**src/rtl/usc_rv_fetch_queue.sv**
```systemverilog
// usc_rv_fetch_queue: circular fetch queue between IF and decode.
// Packets of LANES instructions go in compacted; up to LANES head entries come out in order.
// Ports: clk_i, rst_i (sync, active-high), flush_i
//   push_i/push_vld_i/push_pc_i/push_instr_i/push_pred_i/push_info_i -> accept_o
//   out_valid_o/out_pc_o/out_instr_o/out_pred_o/out_info_o, pop_i, level_o
// Option: define USC_RV_FQ_BYPASS_EN to forward pushes straight to out_* when empty.
module usc_rv_fetch_queue #(
  parameter int LANES  = 2,
  parameter int DEPTH  = 8,
  parameter int INFO_W = 10
) (
  input  logic                      clk_i,
  input  logic                      rst_i,
  input  logic                      flush_i,
  input  logic                      push_i,
  input  logic [LANES-1:0]          push_vld_i,
  input  logic [31:0]               push_pc_i,
  input  logic [32*LANES-1:0]       push_instr_i,
  input  logic [LANES-1:0]          push_pred_i,
  input  logic [INFO_W*LANES-1:0]   push_info_i,
  output logic                      accept_o,
  output logic [LANES-1:0]          out_valid_o,
  output logic [32*LANES-1:0]       out_pc_o,
  output logic [32*LANES-1:0]       out_instr_o,
  output logic [LANES-1:0]          out_pred_o,
  output logic [INFO_W*LANES-1:0]   out_info_o,
  input  logic [LANES-1:0]          pop_i,
  output logic [$clog2(DEPTH+1)-1:0] level_o
);

  localparam int PW = $clog2(DEPTH);
  localparam int LW = $clog2(DEPTH+1);

  logic [31:0]       pc_q    [DEPTH];
  logic [31:0]       instr_q [DEPTH];
  logic              pred_q  [DEPTH];
  logic [INFO_W-1:0] info_q  [DEPTH];

  logic [PW-1:0] rd_ptr;
  logic [PW-1:0] wr_ptr;
  logic [LW-1:0] level;

  logic [LW-1:0] pos [LANES];
  logic [LW-1:0] n_vld;
  logic [LW-1:0] n_pop;
  logic [LW-1:0] n_wr;
  logic [LW-1:0] n_rd;
  logic [LW-1:0] skip;
  logic [PW-1:0] widx [LANES];
  logic          do_push;
  logic          byp;
  logic          run;

  // Compacted slot of each valid lane = number of valid lanes below it.
  always_comb begin
    n_vld = '0;
    for (int k = 0; k < LANES; k++) begin
      pos[k] = n_vld;
      n_vld  = n_vld + LW'(push_vld_i[k]);
    end
  end

  assign accept_o = !rst_i && (level <= LW'(DEPTH-LANES));
  assign do_push  = push_i && accept_o && !flush_i;
  assign level_o  = rst_i ? '0 : level;

`ifdef USC_RV_FQ_BYPASS_EN
  assign byp = do_push && (level == '0);
`else
  assign byp = 1'b0;
`endif

  always_comb begin
    out_valid_o = '0;
    out_pc_o    = '0;
    out_instr_o = '0;
    out_pred_o  = '0;
    out_info_o  = '0;
    if (!rst_i) begin
      for (int j = 0; j < LANES; j++) begin
        if (byp) begin
          for (int k = 0; k < LANES; k++) begin
            if (push_vld_i[k] && pos[k] == LW'(j)) begin
              out_valid_o[j]            = 1'b1;
              out_pc_o[32*j +: 32]      = push_pc_i + (32'(k) << 2);
              out_instr_o[32*j +: 32]   = push_instr_i[32*k +: 32];
              out_pred_o[j]             = push_pred_i[k];
              out_info_o[INFO_W*j +: INFO_W] = push_info_i[INFO_W*k +: INFO_W];
            end
          end
        end else if (level > LW'(j)) begin
          out_valid_o[j]          = 1'b1;
          out_pc_o[32*j +: 32]    = pc_q[rd_ptr + PW'(j)];
          out_instr_o[32*j +: 32] = instr_q[rd_ptr + PW'(j)];
          out_pred_o[j]           = pred_q[rd_ptr + PW'(j)];
          out_info_o[INFO_W*j +: INFO_W] = info_q[rd_ptr + PW'(j)];
        end
      end
    end
  end

  // Pop only the unbroken run of consumed lanes from lane 0.
  always_comb begin
    n_pop = '0;
    run   = 1'b1;
    for (int j = 0; j < LANES; j++) begin
      if (run && pop_i[j] && out_valid_o[j]) n_pop = n_pop + 1'b1;
      else run = 1'b0;
    end
  end

  // In bypass, popped lanes never reach storage.
  always_comb begin
    skip = byp ? n_pop : '0;
    n_rd = byp ? '0 : n_pop;
    n_wr = do_push ? (n_vld - skip) : '0;
    for (int k = 0; k < LANES; k++)
      widx[k] = wr_ptr + PW'(pos[k] - skip);
  end

  always_ff @(posedge clk_i) begin
    if (rst_i || flush_i) begin
      rd_ptr <= '0;
      wr_ptr <= '0;
      level  <= '0;
    end else begin
      rd_ptr <= rd_ptr + PW'(n_rd);
      wr_ptr <= wr_ptr + PW'(n_wr);
      level  <= level + n_wr - n_rd;
    end
  end

  always_ff @(posedge clk_i) begin
    if (do_push) begin
      for (int k = 0; k < LANES; k++) begin
        if (push_vld_i[k] && pos[k] >= skip) begin
          pc_q[widx[k]]    <= push_pc_i + (32'(k) << 2);
          instr_q[widx[k]] <= push_instr_i[32*k +: 32];
          pred_q[widx[k]]  <= push_pred_i[k];
          info_q[widx[k]]  <= push_info_i[INFO_W*k +: INFO_W];
        end
      end
    end
  end

endmodule
```
**config.mk**
```make
export PLATFORM = sky130hd
export DESIGN_NAME = usc_rv_fetch_queue
export DESIGN_NICKNAME = d
export VERILOG_FILES = /design/src/rtl/usc_rv_fetch_queue.sv
export SDC_FILE = /design/constraint.sdc
export NUM_CORES = 1
export LEC_CHECK = 0
export CORE_MARGIN = 2
export CORE_UTILIZATION = 60
export DETAILED_ROUTE_END_ITERATION = 7
export PLACE_DENSITY_LB_ADDON = 0.05
export SYNTH_ARGS = -nofsm -noshare
export SYNTH_HDL_FRONTEND = slang
export SYNTH_SLANG_ARGS = --single-unit
export TNS_END_PERCENT = 20
```
**constraint.sdc**
```tcl
create_clock -name clk_i -period 14.2 [get_ports clk_i]
set_clock_uncertainty 0.1 [all_clocks]
set_input_delay 2.84 -clock clk_i [delete_from_list [all_inputs] [get_ports clk_i]]
set_output_delay 2.84 -clock clk_i [all_outputs]
set_load 0.005 [all_outputs]
```
* Word level (Yosys, flattened, before mapping)
Memory sizes are Yosys's and may differ from the RTL's. A register that Yosys moved wholly into a read port is not among the register bits. Cells that the tools add are included. W data, S select, Z words.
Word-level totals: bits in writable memories 600, memories kept 4, input bits 126, bits in registers 10
Cells by class: add/subtract/negate cells 9, order comparisons 4, multiplexer cells 30, reduce and logical (&&, ||, !) cells 10
Memory list:
- instr_q | words 8, width 32, read ports 2, clocked after memory_dff 1, wr ports 2, RTL line 35 | logic [31:0] instr_q [DEPTH];
- pc_q | words 8, width 32, read ports 2, clocked after memory_dff 1, wr ports 2, RTL line 34 | logic [31:0] pc_q [DEPTH];
- info_q | words 8, width 10, read ports 2, clocked after memory_dff 1, wr ports 2, RTL line 37 | logic [INFO_W-1:0] info_q [DEPTH];
- pred_q | words 8, width 1, read ports 2, clocked after memory_dff 1, wr ports 2, RTL line 36 | logic pred_q [DEPTH];
Operators with widths (count):
- $mux W32 | 4
- $mux W64 | 2
- $add A32 B3 Y32 const B | 1
- $mux W10 | 2
- $mux W20 | 1
- $mux W1 | 12
- $mux W3 | 4
- $gt A4 B1 Y1 const B | 2
- $mux W4 | 2
- $logic_and A1 B1 Y1 | 7
- $mux W2 | 3
- $add A4 B1 Y4 const B | 1
- $add A4 B2 Y4 | 1
- $le A4 B3 Y1 const B | 1
- $sub A4 B4 Y4 | 1
- $add A3 B1 Y3 | 1
- $add A3 B1 Y3 const B | 1
- $add A3 B2 Y3 | 1
- $add A3 B3 Y3 | 1
- $add A1 B1 Y2 | 1
- $logic_not A1 Y1 | 2
- $ge A1 B1 Y1 const B | 1
- $logic_or A1 B1 Y1 | 1

* Logic depth before layout (Yosys ltp)
Gate-level depths: netlist (run 1).
depth after elaboration 10, mapped depth 17

* Worst setup path before layout (run 1)
OpenSTA, ideal clock, no wires.
path type input to register, from input port rst_i, to memory info_q[4][0] (enable), slack 2261 ps, data arrival time 11126 ps, cell stages on the path 4, required time 13387 ps, cells stage by stage clkbuf_1 -> a311o_1 -> buf_2 -> o41ai_1
RTL lines:
- start: declaration | RTL line 13 | input logic rst_i,
- end: declaration | RTL line 37

* Worst setup path in the final report (run 1)
from register rd_ptr[0], to output port out_instr_o[63]
Between the ends: word-level cells in the longest chain between the ends 4
Ends and longest elaborated chain:
- start: declaration | RTL line 39 | logic [PW-1:0] rd_ptr;
- start signal: assignment | RTL line 127 | rd_ptr <= rd_ptr + PW'(n_rd);
- $add A3 B1 Y3 | RTL line 94 | out_instr_o[32*j +: 32] = instr_q[rd_ptr + PW'(j)];
- $mem_v2 Z8 W32
- $mux W32 | RTL line 91 | end else if (level > LW'(j)) begin
- $mux W64 | RTL line 79 | if (!rst_i) begin
- end: declaration | RTL line 24 | output logic [32*LANES-1:0] out_instr_o,
No other way between the ends.

==> results of run 1 <==
final cells by class:
type	count	area, um^2
antenna	8	20.0
clock buffer	94	1910
clock inverter	28	128
fill	4409	18800
inverter	15	56.3
multi-input combinational	2345	17000
sequential	610	18200
tap	782	978
timing repair buffer	339	3250
power breakdown:
| part | total (mW) | leakage (nW) | internal, mW | switching, mW |
|---|---|---|---|---|
| Sequential | 2.00 | 5.49 | 1.99 | 0.0109 |
| Clock | 1.66 | 0.995 | 0.937 | 0.727 |
| Combinational | 0.495 | 7.95 | 0.237 | 0.259 |
per-stage QoR:
| stage | util | power [mW] | hold WS [ns] |
|---|---|---|---|
| after global placement | 0.655 | 2.52 | 0.534 |
| after global routing | 0.689 | 4.27 | 0.609 |
| after detailed placement | 0.655 | 2.53 | 0.548 |
| after floorplan | - | 2.34 | 0.478 |
| after CTS | 0.689 | 4.17 | 0.565 |
| final | 0.689 | 4.16 | 0.568 |
critical path: cells and delay by family (launching register included):
| kind | cells | cell delay, ns |
|---|---|---|
| compound gates | 1 | 0.11 |
| fa+ha+maj | 1 | 0.79 |
| buf+inv | 3 | 2.23 |
| flops | 1 | 0.98 |
| mux | 1 | 0.61 |
| simple gates | 1 | 0.16 |
per-layer routing:
| layer | GRT usage | routed length (um) | up-vias |
|---|---|---|---|
| met4 | 0.176 | 5460 | 12 |
| li1 | - | - | 11600 |
| met5 | 0 | 87 | - |
| met1 | 0.479 | 40900 | 13400 |
| met3 | 0.0846 | 14500 | 368 |
| met2 | 0.605 | 55500 | 1936 |
flip-flops by register name (all words and copies together), names as in the netlist:
signal / count
instr_q: 256
pc_q: 256
info_q: 80
pred_q: 8
level: 4
rd_ptr: 3
wr_ptr: 3
cells in the mapped netlist, drive strengths merged (14+ instances only):
| cell | instances |
|---|---|
| mux2i | 75 |
| nor4 | 29 |
| xor2 | 109 |
| nor2 | 181 |
| a21oi | 76 |
| mux4 | 300 |
| nand2 | 1337 |
| xnor2 | 131 |
| buf | 183 |
| inv | 15 |
| ha | 14 |
| clkbuf | 158 |
| edfxtp | 600 |
worst paths after layout:
path | slack (ns) | to | startpoint | depth (start not counted)
hold / removal | 0.57 | wr_ptr[2]$_SDFF_PP0_ | wr_ptr[2]$_SDFF_PP0_ | 2
hold reg to reg | 0.57 | wr_ptr[2]$_SDFF_PP0_ | wr_ptr[2]$_SDFF_PP0_ | 2
setup reg to reg | 9.72 | instr_q[3][4]$_DFFE_PP_ | level[3]$_SDFF_PP0_ | 10
setup / recovery | 5.69 | out_instr_o[63] | rd_ptr[0]$_SDFF_PP0_ | 7
logic make-up (layout without fill, tap and decap cells):
kind of cell               count (synthesis)  in the layout  synth area share
other                                      0              8                 0
adders and majority gates                 18             18           0.00697
buffers and inverters                    356            476            0.0442
and+or+nand+nor                         1625           1625             0.177
DFF                                      610            610             0.497
AOI/OAI and AO/OA                         87             87            0.0125
xor gates and xnor gates                 240            240            0.0574
muxes                                    375            375             0.205
==> results.py, run 1 <==
metrics = {
    "run_status": {
        "status": "completed",
    },
    "power": {
        "p_per_area_mw_per_mm2": 100,
        "max-vdd-ir-drop_uv": 80.7,
        "p_leak_nw": 14.4,
    },
    "cts": {
        "cts_tree": "done",
        "root_buffer": "clkbuf_16",
        "postCtsSetupBuffers": 0,
        "cts_max_level": 3,
        "clk_pin_slew_ns": 0.06,
        "hold_buffers": 0,
        "cts-buffers-inserted": 69,
        "clk_latency_ns": 0.61,
        "cts_sinks": 610,
        "clockBufferDepth": 3,
        "cts_resized": 0,
    },
    "global_route": {
        "antenna_found_initial": 13,
        "grt_pass1_wl_um": 172000,
        "grt_usage": 0.372,
        "grt_pass1_vias": 27800,
        "grt.overflow.total": 0,
        "grt_max_degree": 77,
    },
    "floorplan": {
        "fp.dieH_um": 251,
        "initial_core_util": 0.607,
        "rows": 90,
        "die_area_mm2": 0.0631,
        "die_w_um": 251,
        "core_mm2": 0.0604,
        "boundaryPins": 283,
    },
    "final_layout": {
        "layout.nets": 3524,
        "fin_area_mm2": 0.0416,
        "syn2layout_area_growth_pct": 13.5,
        "final_common_cell": "nand2_1",
        "layout_common_cells": "nand2_1 (1337), edfxtp_1 (600), mux4_2 (300)",
        "drive_above_1_share": 0.145,
        "instances_no_fill": 4221,
    },
    "placed_design": {
        "placed_area_mm2": 0.0395,
        "placedCellCount": 4091,
        "dp_slack_ns": 6.07,
        "portBuffers": 282,
        "place_congestion": 0.840,
        "place_hpwl_um": 64400,
    },
    "sta": {
        "hold_viol": 0,
        "final.setup.worst_slack_ns": 5.69,
        "fin_crit_sh": 0.600,
        "grt_setup_unrepaired": "no",
        "finalSetupTns_ns": 0,
        "setup_violations": 0,
        "fin_crit_ns": 8.51,
        "tightest_slew_ns": 1.20,
        "timing.fmax_ghz": 0.117,
        "timing.final.max_slew_violations": 0,
        "maxSlewHeadroom": 0.201,
    },
    "synthesis": {
        "synth_warnings": 0,
        "synth_top_area_share": 0.492,
        "synth-main-ff-cell": "edfxtp_1",
        "synth_cells": 3311,
        "ys_seq_area_frac": 0.497,
        "yosysTopAreaCell": "edfxtp_1",
        "async_reset_ff_frac": 0,
        "avgSynthCellArea_um2": 11.1,
        "syn-num-nets": 3455,
        "synth-edff-count": 600,
        "syn-cell-area_mm2": 0.0366,
        "synth_cell_type_count": 47,
        "ys_top_cells_by_area": "edfxtp_1 (49%), mux4_2 (18%), nand2_1 (14%), xnor2_1 (3.1%), xor2_1 (2.6%)",
        "synth_seq_cells": 610,
    },
    "critical_path": {
        "start_kind": "register",
        "cp_data_arrival_time_ns": 5.57,
        "path_max_fanout": 55,
        "slowest_delay_ns": 0.98,
        "crit_type": "register to output pin",
        "path_cells": "ha_4 > buf_4 > buf_4 > mux4_2 > nand2_1 > a21oi_1 > clkdlybuf4s50_1",
        "crit_path_end_kind": "output pin",
        "path_common_cell": "buf_4",
        "cp_slowest_cell": "dfxtp_4",
        "cp.required_ns": 11.26,
    },
    "route": {
        "finalWirelength_um": 116000,
        "post-route-drc-count": 0,
        "routedWlPerCell_um": 27.6,
        "vias": 27300,
        "ant_nets": 0,
        "viasPerCell": 6.47,
        "drtPass1Iterations": 6,
        "drtIter0Drc": 3169,
    },
    "worst_hold_path": {
        "min_path_type": "register to register",
    },
    "flow_run": {
        "maxCapViolations": 0,
    },
}
No activity file was read; power rests on OpenSTA's default activity.
==> run 2: changes to the inputs <==
--- a/config.mk
+++ b/config.mk
@@ -6,7 +6,7 @@
 export NUM_CORES = 1
 export LEC_CHECK = 0
 export CORE_MARGIN = 2
-export CORE_UTILIZATION = 60
+export CORE_UTILIZATION = 54
 export DETAILED_ROUTE_END_ITERATION = 7
 export PLACE_DENSITY_LB_ADDON = 0.05
 export SYNTH_ARGS = -nofsm -noshare
==> constraint.sdc (replaced) <==
create_clock -name clk_i -period 7.7 [get_ports clk_i]
set_clock_uncertainty 0.1 [all_clocks]
set_input_delay 1.54 -clock clk_i [delete_from_list [all_inputs] [get_ports clk_i]]
set_output_delay 1.54 -clock clk_i [all_outputs]
set_load 0.005 [all_outputs]
==> run 2 against run 1 <==
  * Sequential share of layout area down 0.20 points
  * Critical endpoint is now out_instr_o[37]
  * First-iteration DRC count up 4.2%
  * Sequential power up 85%
  * Highest routed layer unchanged
  * Routed wire length down 1.8%
  * Critical path type unchanged
  * Flip-flop and latch count unchanged
  * Non-clock buffer count down 10
==> results.py, run 2 (synthesis gave the netlist of run 1 again) <==
metrics = {
    "run_status": {
        "status": "completed",
    },
    "floorplan": {
        "core_mm2": 0.0672,
        "fp.dieH_um": 264,
        "die_w_um": 264,
        "rows": 95,
        "initial_core_util": 0.546,
        "boundaryPins": 283,
        "die_area_mm2": 0.0699,
    },
    "sta": {
        "timing.fmax_ghz": 0.168,
        "hold_viol": 0,
        "setup_violations": 0,
        "grt_setup_unrepaired": "no",
        "tightest_slew_ns": 1.25,
        "maxSlewHeadroom": 0.160,
        "fin_crit_sh": 0.774,
        "fin_crit_ns": 5.96,
        "final.setup.worst_slack_ns": 1.74,
        "timing.final.max_slew_violations": 0,
    },
    "route": {
        "dr_wl_met2_um": 55700,
        "post-route-drc-count": 0,
        "drtPass1Iterations": 8,
        "routedWlPerCell_um": 26.6,
        "wl_met1_um": 42900,
        "viasPerCell": 6.24,
        "routed.top_layer": "met5",
        "ant_nets": 0,
        "finalWirelength_um": 114000,
        "vias": 26900,
        "drtIter0Drc": 3301,
        "dr_wl_met3_um": 11400,
    },
    "final_layout": {
        "syn2layout_area_growth_pct": 14.0,
        "drive_above_1_share": 0.144,
        "layout.nets": 3515,
        "layout_common_cells": "nand2_1 (1337), edfxtp_1 (600), mux4_2 (300)",
        "fin_area_mm2": 0.0418,
        "instances_no_fill": 4303,
        "nFillCells": 5215,
        "final_common_cell": "nand2_1",
    },
    "critical_path": {
        "cp.required_ns": 6.06,
        "r2r_end": "instr_q[5][10]$_DFFE_PP_",
        "worstSetupStartpoint": "rd_ptr[0]$_SDFF_PP0_",
        "r2r_cells": 7,
        "crit_path_end_kind": "output pin",
        "endpoint": "out_instr_o[37]",
        "start_kind": "register",
        "r2r_slack_ns": 3.54,
        "path_max_fanout": 50,
        "r2r_start": "wr_ptr[0]$_SDFF_PP0_",
        "crit_type": "register to output pin",
        "cp_data_arrival_time_ns": 4.32,
    },
    "global_route": {
        "grt_max_degree": 139,
        "grt_pass1_vias": 27000,
        "grt.overflow.total": 0,
        "grt_pass1_wl_um": 170000,
        "antenna_found_initial": 9,
        "grt_usage": 0.327,
    },
    "cts": {
        "clk_pin_slew_ns": 0.06,
        "cts-buffers-inserted": 70,
        "cts_tree": "done",
        "postCtsSetupBuffers": 0,
        "cts_max_level": 3,
        "clk_latency_ns": 0.60,
        "cts_resized": 0,
        "cts_sinks": 610,
        "root_buffer": "clkbuf_16",
        "hold_buffers": 0,
        "clockBufferDepth": 3,
    },
    "power": {
        "p_per_area_mw_per_mm2": 187,
        "max-vdd-ir-drop_uv": 146,
        "p_leak_nw": 14.5,
        "clockPowerShare": 0.408,
        "p_sw_frac": 0.240,
        "seq_power_share": 0.473,
        "p_switching_mw": 1.87,
        "combPwrFrac": 0.119,
        "total_power_mw": 7.81,
        "intPower_mw": 5.94,
    },
    "placed_design": {
        "placed_area_mm2": 0.0396,
        "dp_slack_ns": 1.96,
        "portBuffers": 282,
        "place_hpwl_um": 65500,
        "place_congestion": 0.824,
        "placedCellCount": 4172,
    },
    "flow_run": {
        "maxCapViolations": 0,
    },
    "worst_hold_path": {
        "worstHoldStart": "wr_ptr[2]$_SDFF_PP0_",
        "min_path_type": "register to register",
    },
}
-- run 2: changes by cell type in the layout (fill, tap and decap cells not counted), sizes merged --
cell      change
clkinvlp      -1
inv           +1
buf          -10
clkbuf        -8
clkinv        +8
diode         -2
bufinv        +3
-- run 2: worst max-delay path: stages (launching register included) --
cell             delay, ns
dfxtp_4               0.95
ha_4                  0.61
buf_4                 0.77
mux4_2                0.36
nand2_1               0.06
a21oi_1               0.31
clkdlybuf4s50_1       0.59
-- run 2: how the worst min path moves through the flow --
| stage | to | depth (start not counted) |
|---|---|---|
| 2_1_floorplan | rd_ptr[0]$_SDFF_PP0_ | 2 |
| 3_3_place_gp | wr_ptr[2]$_SDFF_PP0_ | 2 |
| 3_5_place_dp | wr_ptr[2]$_SDFF_PP0_ | 2 |
| 4_1_cts | wr_ptr[2]$_SDFF_PP0_ | 2 |
| 5_1_grt | wr_ptr[2]$_SDFF_PP0_ | 2 |
| 6_report | wr_ptr[2]$_SDFF_PP0_ | 2 |
-- run 2: per-stage QoR --
step / TNS, ns / hold slack (ns) / utilization
CTS: 0 / 0.549 / 0.622
detailed placement: 0 / 0.542 / 0.590
global route: 0 / 0.588 / 0.622
floorplan: -342.38 / 0.478 / -
finish: 0 / 0.548 / 0.622
global placement: 0 / 0.541 / 0.590
-- run 2: power by group through the flow --
| stage | sequential (mW) | combinational (mW) | clock [mW] |
|---|---|---|---|
| 6_report | 3.69 | 0.932 | 3.18 |
| 4_1_cts | 3.69 | 0.932 | 3.20 |
| 2_1_floorplan | 3.76 | 0.555 | 0 |
| 3_5_place_dp | 3.76 | 0.927 | 0 |
| 5_1_grt | 3.70 | 1.00 | 3.33 |
| 3_3_place_gp | 3.76 | 0.907 | 0 |
-- run 2: final cells by class --
class | count | area, um^2 | area share
Inverter | 15 | 56.3 | 0.00135
Clock buffer | 86 | 1880 | 0.0449
Multi-Input combinational cell | 2345 | 17000 | 0.408
Tap cell | 873 | 1090 | 0.0261
Sequential cell | 610 | 18200 | 0.436
Timing Repair Buffer | 329 | 3230 | 0.0772
Clock inverter | 39 | 255 | 0.00611
Antenna cell | 6 | 15.0 | 0.000359
-- run 2: routing by layer --
layer / vias up / GRT usage
met1: 13300 / 0.435
met5: - / 0
met2: 1592 / 0.541
met4: 6 / 0.133
met3: 288 / 0.0529
li1: 11600 / -
